$ cat src/rtl/pwm_pkg.sv
// Shared widths, limits and FSM state encoding for the PWM sequence controller.
package pwm_pkg;

  localparam int PERIOD_W_DFLT = 16;
  localparam int DUTY_W_DFLT   = 8;
  localparam int REP_W_DFLT    = 8;
  localparam int DUTY_MAX      = 100;

  typedef enum logic [1:0] {
    ST_IDLE   = 2'd0,
    ST_LOAD   = 2'd1,
    ST_RUN    = 2'd2,
    ST_FINISH = 2'd3
  } state_e;

endpackage

$ cat src/rtl/pwm_seq_table.sv
// Profile table: one write port, one combinational read port, cleared by reset.
module pwm_seq_table
  import pwm_pkg::*;
#(
  parameter int DEPTH    = 8,
  parameter int PERIOD_W = PERIOD_W_DFLT,
  parameter int DUTY_W   = DUTY_W_DFLT,
  parameter int REP_W    = REP_W_DFLT,
  parameter int ADDR_W   = $clog2(DEPTH)
) (
  input  logic                clk,
  input  logic                rst,
  input  logic                we,
  input  logic [ADDR_W-1:0]   waddr,
  input  logic [PERIOD_W-1:0] wperiod,
  input  logic [DUTY_W-1:0]   wduty,
  input  logic [REP_W-1:0]    wreps,
  input  logic                wlast,
  input  logic [ADDR_W-1:0]   raddr,
  output logic [PERIOD_W-1:0] rperiod,
  output logic [DUTY_W-1:0]   rduty,
  output logic [REP_W-1:0]    rreps,
  output logic                rlast
);

  logic [PERIOD_W-1:0] period_q [DEPTH];
  logic [DUTY_W-1:0]   duty_q   [DEPTH];
  logic [REP_W-1:0]    reps_q   [DEPTH];
  logic [DEPTH-1:0]    last_q;

  always_ff @(posedge clk) begin
    if (!rst) begin
      for (int i = 0; i < DEPTH; i++) begin
        period_q[i] <= '0;
        duty_q[i]   <= '0;
        reps_q[i]   <= '0;
      end
      last_q <= '0;
    end else if (we) begin
      period_q[waddr] <= wperiod;
      duty_q[waddr]   <= wduty;
      reps_q[waddr]   <= wreps;
      last_q[waddr]   <= wlast;
    end
  end

  assign rperiod = period_q[raddr];
  assign rduty   = duty_q[raddr];
  assign rreps   = reps_q[raddr];
  assign rlast   = last_q[raddr];

endmodule

$ cat src/rtl/pwm_seq_ctrl.sv
// Steps a PWM generator through a table of {period, duty, repeats} profiles,
// optionally looping, with a sticky error flag for bad entries and busy writes.
module pwm_seq_ctrl
  import pwm_pkg::*;
#(
  parameter int DEPTH    = 8,
  parameter int PERIOD_W = PERIOD_W_DFLT,
  parameter int DUTY_W   = DUTY_W_DFLT,
  parameter int REP_W    = REP_W_DFLT,
  parameter int ADDR_W   = $clog2(DEPTH)
) (
  input  logic                clk,
  input  logic                rst,
  input  logic                cfg_we,
  input  logic [ADDR_W-1:0]   cfg_addr,
  input  logic [PERIOD_W-1:0] cfg_period,
  input  logic [DUTY_W-1:0]   cfg_duty,
  input  logic [REP_W-1:0]    cfg_reps,
  input  logic                cfg_last,
  input  logic                start,
  input  logic                stop,
  input  logic                loop_en,
  input  logic                cyc_done,
  output logic [PERIOD_W-1:0] pwm_period,
  output logic [DUTY_W-1:0]   pwm_duty,
  output logic                pwm_en,
  output logic                busy,
  output logic                done,
  output logic [ADDR_W-1:0]   cur_idx,
  output logic                err
);

  state_e              state_q, state_d;
  logic [ADDR_W-1:0]   idx_q, idx_d;
  logic [REP_W-1:0]    rep_q, rep_d;
  logic [PERIOD_W-1:0] period_q, period_d;
  logic [DUTY_W-1:0]   duty_q, duty_d;
  logic                en_q, en_d;
  logic                err_q, err_d;
  logic                adv;

  logic [PERIOD_W-1:0] rd_period;
  logic [DUTY_W-1:0]   rd_duty;
  logic [REP_W-1:0]    rd_reps;
  logic                rd_last;

  pwm_seq_table #(
    .DEPTH(DEPTH), .PERIOD_W(PERIOD_W), .DUTY_W(DUTY_W), .REP_W(REP_W), .ADDR_W(ADDR_W)
  ) u_table (
    .clk    (clk),
    .rst    (rst),
    .we     (cfg_we && (state_q == ST_IDLE)),
    .waddr  (cfg_addr),
    .wperiod(cfg_period),
    .wduty  (cfg_duty),
    .wreps  (cfg_reps),
    .wlast  (cfg_last),
    .raddr  (idx_q),
    .rperiod(rd_period),
    .rduty  (rd_duty),
    .rreps  (rd_reps),
    .rlast  (rd_last)
  );

  always_ff @(posedge clk) begin
    if (!rst) begin
      state_q  <= ST_IDLE;
      idx_q    <= '0;
      rep_q    <= '0;
      period_q <= '0;
      duty_q   <= '0;
      en_q     <= 1'b0;
      err_q    <= 1'b0;
    end else begin
      state_q  <= state_d;
      idx_q    <= idx_d;
      rep_q    <= rep_d;
      period_q <= period_d;
      duty_q   <= duty_d;
      en_q     <= en_d;
      err_q    <= err_d;
    end
  end

  always_comb begin
    state_d  = state_q;
    idx_d    = idx_q;
    rep_d    = rep_q;
    period_d = period_q;
    duty_d   = duty_q;
    en_d     = en_q;
    err_d    = err_q;
    adv      = 1'b0;

    if (cfg_we && (state_q != ST_IDLE)) err_d = 1'b1;

    case (state_q)
      ST_IDLE: begin
        if (start && !stop) begin
          state_d = ST_LOAD;
          idx_d   = '0;
          err_d   = 1'b0;
        end
      end
      ST_LOAD: begin
        if (rd_period == '0) begin
          err_d = 1'b1;
          adv   = 1'b1;
        end else begin
          period_d = rd_period;
          if (rd_duty > DUTY_W'(DUTY_MAX)) begin
            duty_d = DUTY_W'(DUTY_MAX);
            err_d  = 1'b1;
          end else begin
            duty_d = rd_duty;
          end
          rep_d   = (rd_reps == '0) ? REP_W'(1) : rd_reps;
          en_d    = 1'b1;
          state_d = ST_RUN;
        end
      end
      ST_RUN: begin
        if (cyc_done) begin
          rep_d = rep_q - REP_W'(1);
          if (rep_q == REP_W'(1)) adv = 1'b1;
        end
      end
      ST_FINISH: state_d = ST_IDLE;
      default:   state_d = ST_IDLE;
    endcase

    // pwm_en is only dropped when the sequence truly ends, so LOAD between entries keeps it high
    if (adv) begin
      if (rd_last || (idx_q == ADDR_W'(DEPTH - 1))) begin
        if (loop_en) begin
          idx_d   = '0;
          state_d = ST_LOAD;
        end else begin
          en_d    = 1'b0;
          state_d = ST_FINISH;
        end
      end else begin
        idx_d   = idx_q + ADDR_W'(1);
        state_d = ST_LOAD;
      end
    end

    if (stop) begin
      state_d = ST_IDLE;
      en_d    = 1'b0;
    end
  end

  always_comb begin
    busy       = (state_q != ST_IDLE);
    done       = (state_q == ST_FINISH);
    pwm_period = period_q;
    pwm_duty   = duty_q;
    pwm_en     = en_q;
    cur_idx    = idx_q;
    err        = err_q;
  end

endmodule

$ cat config.mk
export PLATFORM = sky130hd
export DESIGN_NAME = pwm_seq_ctrl
export DESIGN_NICKNAME = d
export VERILOG_FILES = /design/src/rtl/pwm_pkg.sv /design/src/rtl/pwm_seq_table.sv /design/src/rtl/pwm_seq_ctrl.sv
export SDC_FILE = /design/constraint.sdc
export NUM_CORES = 1
export LEC_CHECK = 0
export BUFFER_PORTS_ARGS = -buffer_cell sky130_fd_sc_hd__buf_2
export CORE_ASPECT_RATIO = 1.75
export CORE_MARGIN = 3
export CORE_UTILIZATION = 55
export CTS_BUF_LIST = sky130_fd_sc_hd__clkbuf_8
export CTS_CLUSTER_SIZE = 14
export DETAILED_ROUTE_END_ITERATION = 6
export GPL_ROUTABILITY_DRIVEN = 0
export PLACE_DENSITY = 0.84
export SKIP_CTS_REPAIR_TIMING = 1
export SYNTH_ARGS = -nofsm -noshare
export SYNTH_HDL_FRONTEND = slang
export SYNTH_SLANG_ARGS = --single-unit
$ cat constraint.sdc
create_clock -name clk -period 11.33 [get_ports clk]
set_input_delay 2.8325 -clock clk [delete_from_list [all_inputs] [get_ports clk]]
set_output_delay 2.8325 -clock clk [all_outputs]
set_load 0.03 [all_outputs]
==> metrics.txt <==
outcome finished, final reports clean; Final Cycle Share 0.4485; clock slew at reported path FFs 0.06 ns; io pins 74; antenna-violating nets left 0; initial antenna violation count 3; Reg2Reg Depth 8; cell family with most CP delay simple AND/OR/NAND/NOR gates; mean post-synth cell area 14.11 sq um; vias in the first global route 9008; worst r2r src cur_idx[0]; drt pass-1 iters 5; FFs w/ async S/R, synth 0; wire length of the first global-routing pass 50190 um; row count 76; Detail Placement HPWL 19140 um; Starting Density 0.5598; worst hold margin 0.4700 ns; register area share after synthesis 0.6258; IO buf count 73; Clock H-tree levels 2; Most used DFF post-synth edfxtp_1; Syn Inst Count 977; Via-to-Cell Ratio 6.089; min Tclk post-route 5.082 ns; Synth top area share 0.5576; clk_skew 0.01595 ns; Total GRT Usage 0.2410; Final Hold Vio Count 0; Ys Warns 0; Max Fclk 196.8 MHz; worst-path cell chain buf_2, nand4_1, nor3_2, buf_4, and2_1; hold path start pwm_duty[0]; Crit path largest cell delay 1.00 ns; CTS max path bufs 3; setup TNS 0 ns; Req. time, crit path 11.73 ns; CTS tree yes; Setup Crit Path Kind input port to flip-flop; max_cap viols 0; DRC viols 0; RSZ-0062 raised after global routing false; CTS Sinks 303; peak supply drop 0.07564 mV; Post-Layout Cell Count 1399; Slew Viols, Final 0; layout cells sized above 1 0.2232; critical path endpoint u_table.period_q[1][13]; main area contributors after synthesis edfxtp_1 56%, and2_1 12%, mux4_2 9.1%, dfxtp_1 6.8%, mux2i_1 2.0%; endpoint class of the critical path flip-flop; WP buf/inv 2; drt initial violations 816; synth unique cells 61; largest area contributor in the netlist edfxtp_1; Worst path depth 5; Num CTS Buffers 42; Worst R2R End rep_q[0]; net count after synthesis 1029; core area 24630 sq um; arrival time worst endpoint 5.48 ns; # setup viols final 0; CP startpoint rst; R2R Setup Slk 6.97 ns; die width 125.7 um; Rel. slew slack 0.2162; worst skew pair latency 0.55 ns; dpl cells 1321; number of flops mapped to enable cells by yosys 256; largest net degree at the start of global routing 47; Area Overhead vs Synth 11.30%; Post-Syn Area 13790 sq um; synthesis-stage register bit count 303; DRT Wirelength 32410 um; pwr dens 147.4 nW/um^2; via count 8518; full die area 27080 sq um; Die Y 215.4 um; Leakage 5.828 nW; Hold WC Path Type flip-flop to flip-flop; GRT Residual Overflow 0; critical path launch point type input port; nets 1105; CP max FO 28; WL/cell 23.16 um; Clk Tree Root Cell clkbuf_8; Slowest cell on crit path nor3_2; pin slew with the least headroom to its limit 1.169 ns
==> worst min-delay path by stage <==
stage / cells after the start / to
after global routing: 2 / u_table.last_q[6]
after floorplan: 2 / u_table.last_q[4]
final: 1 / pwm_duty[0]
after global placement: 2 / u_table.last_q[6]
after detailed placement: 1 / pwm_duty[0]
after CTS: 1 / pwm_duty[0]
==> registers in the layout, indices dropped and copies added (netlist names) <==
name	flops
pwm_en	1
u_table.reps_q	64
rep_q	8
err	1
u_table.duty_q	64
pwm_duty	8
cur_idx	3
u_table.last_q	8
u_table.period_q	128
state_q	2
pwm_period	16
==> cells in the final DEF (no fill, tap or decap), types with 4 or more instances in the layout <==
master       n
o21ai_4      6
o21ai_1      8
dfxtp_1     45
o2111ai_1    6
nand3_1      4
clkinv_1     4
buf_4       17
o22ai_1      6
ha_1         9
nor3_1       7
nor2_2       5
nand2b_1     5
a22o_1       5
mux4_2      56
nand2_1     34
nor3_2       4
a32o_1       4
clkbuf_8    48
inv_1       36
edfxtp_1   256
o21a_1       4
nand4_1      4
a21oi_1     15
a211oi_1    15
mux2_2      15
o21ai_0     19
nor2_1      34
buf_2       73
and2_1     259
mux2i_1     27
==> cells in the mapped netlist, drive strengths merged, types with 4 or more instances <==
cell,instances
buf,23
dfxtp,47
nand3,4
o31ai,4
nand2,34
nand2b,5
o2111ai,6
edfxtp,256
a211oi,16
o21a,4
ha,9
mux4,56
nand4,4
and2,259
nor4,5
mux2i,27
a21oi,15
a22o,5
inv,19
nor3,11
o22ai,6
nor2,41
mux2,15
a32o,4
o21ai,33
clkbuf,35
==> final cells by class <==
cell class | instances | area, sq um
antenna | 3 | 7.507
timing repair buffer | 90 | 493.0
clock inverter | 27 | 165.2
multi-input combinational | 596 | 4920
tap | 312 | 390.4
inverter | 20 | 75.07
clock buffer | 48 | 660.6
fill | 1726 | 9284
sequential | 303 | 8633
==> where the power goes <==
group	internal (mW)	switching, mW	total [mW]	leakage [nW]
clock	0.433	0.401	0.834	0.486
sequential	1.26	0.0178	1.28	3.06
combinational	0.0488	0.103	0.152	2.28
total	1.74	0.522	2.26	5.83
==> metrics by stage <==
stage	power (mW)	setup slack, ns	util	instance area [sq um]
after floorplan	1.384	5.362	-	13790
after global placement	1.442	5.847	0.5892	14510
after detailed placement	1.449	5.703	0.5892	14510
after CTS	2.271	6.261	0.6227	15340
after global routing	2.332	6.119	0.6229	15340
final	2.262	6.248	0.6230	15340
==> cells by family after synthesis <==
logic type / Yosys count / share of synthesized area
buffers and inverters: 78 / 0.02759
XOR/XNOR: 1 / 0.0006354
flip-flops: 303 / 0.6258
multiplexers: 98 / 0.1233
AO/OA/AOI/OAI: 115 / 0.05727
AND/OR/NAND/NOR: 373 / 0.1572
adder cells (fa/ha/maj): 9 / 0.008168
==> metal layers <==
| metal | part of all wire | global-route usage |
|---|---|---|
| met4 | 0.045 | 0.1161 |
| met2 | 0.53 | 0.4328 |
| met3 | 0.070 | 0.03665 |
| met5 | 0.00022 | 0 |
| met1 | 0.35 | 0.2804 |
Power figures use the tool's default switching activity.
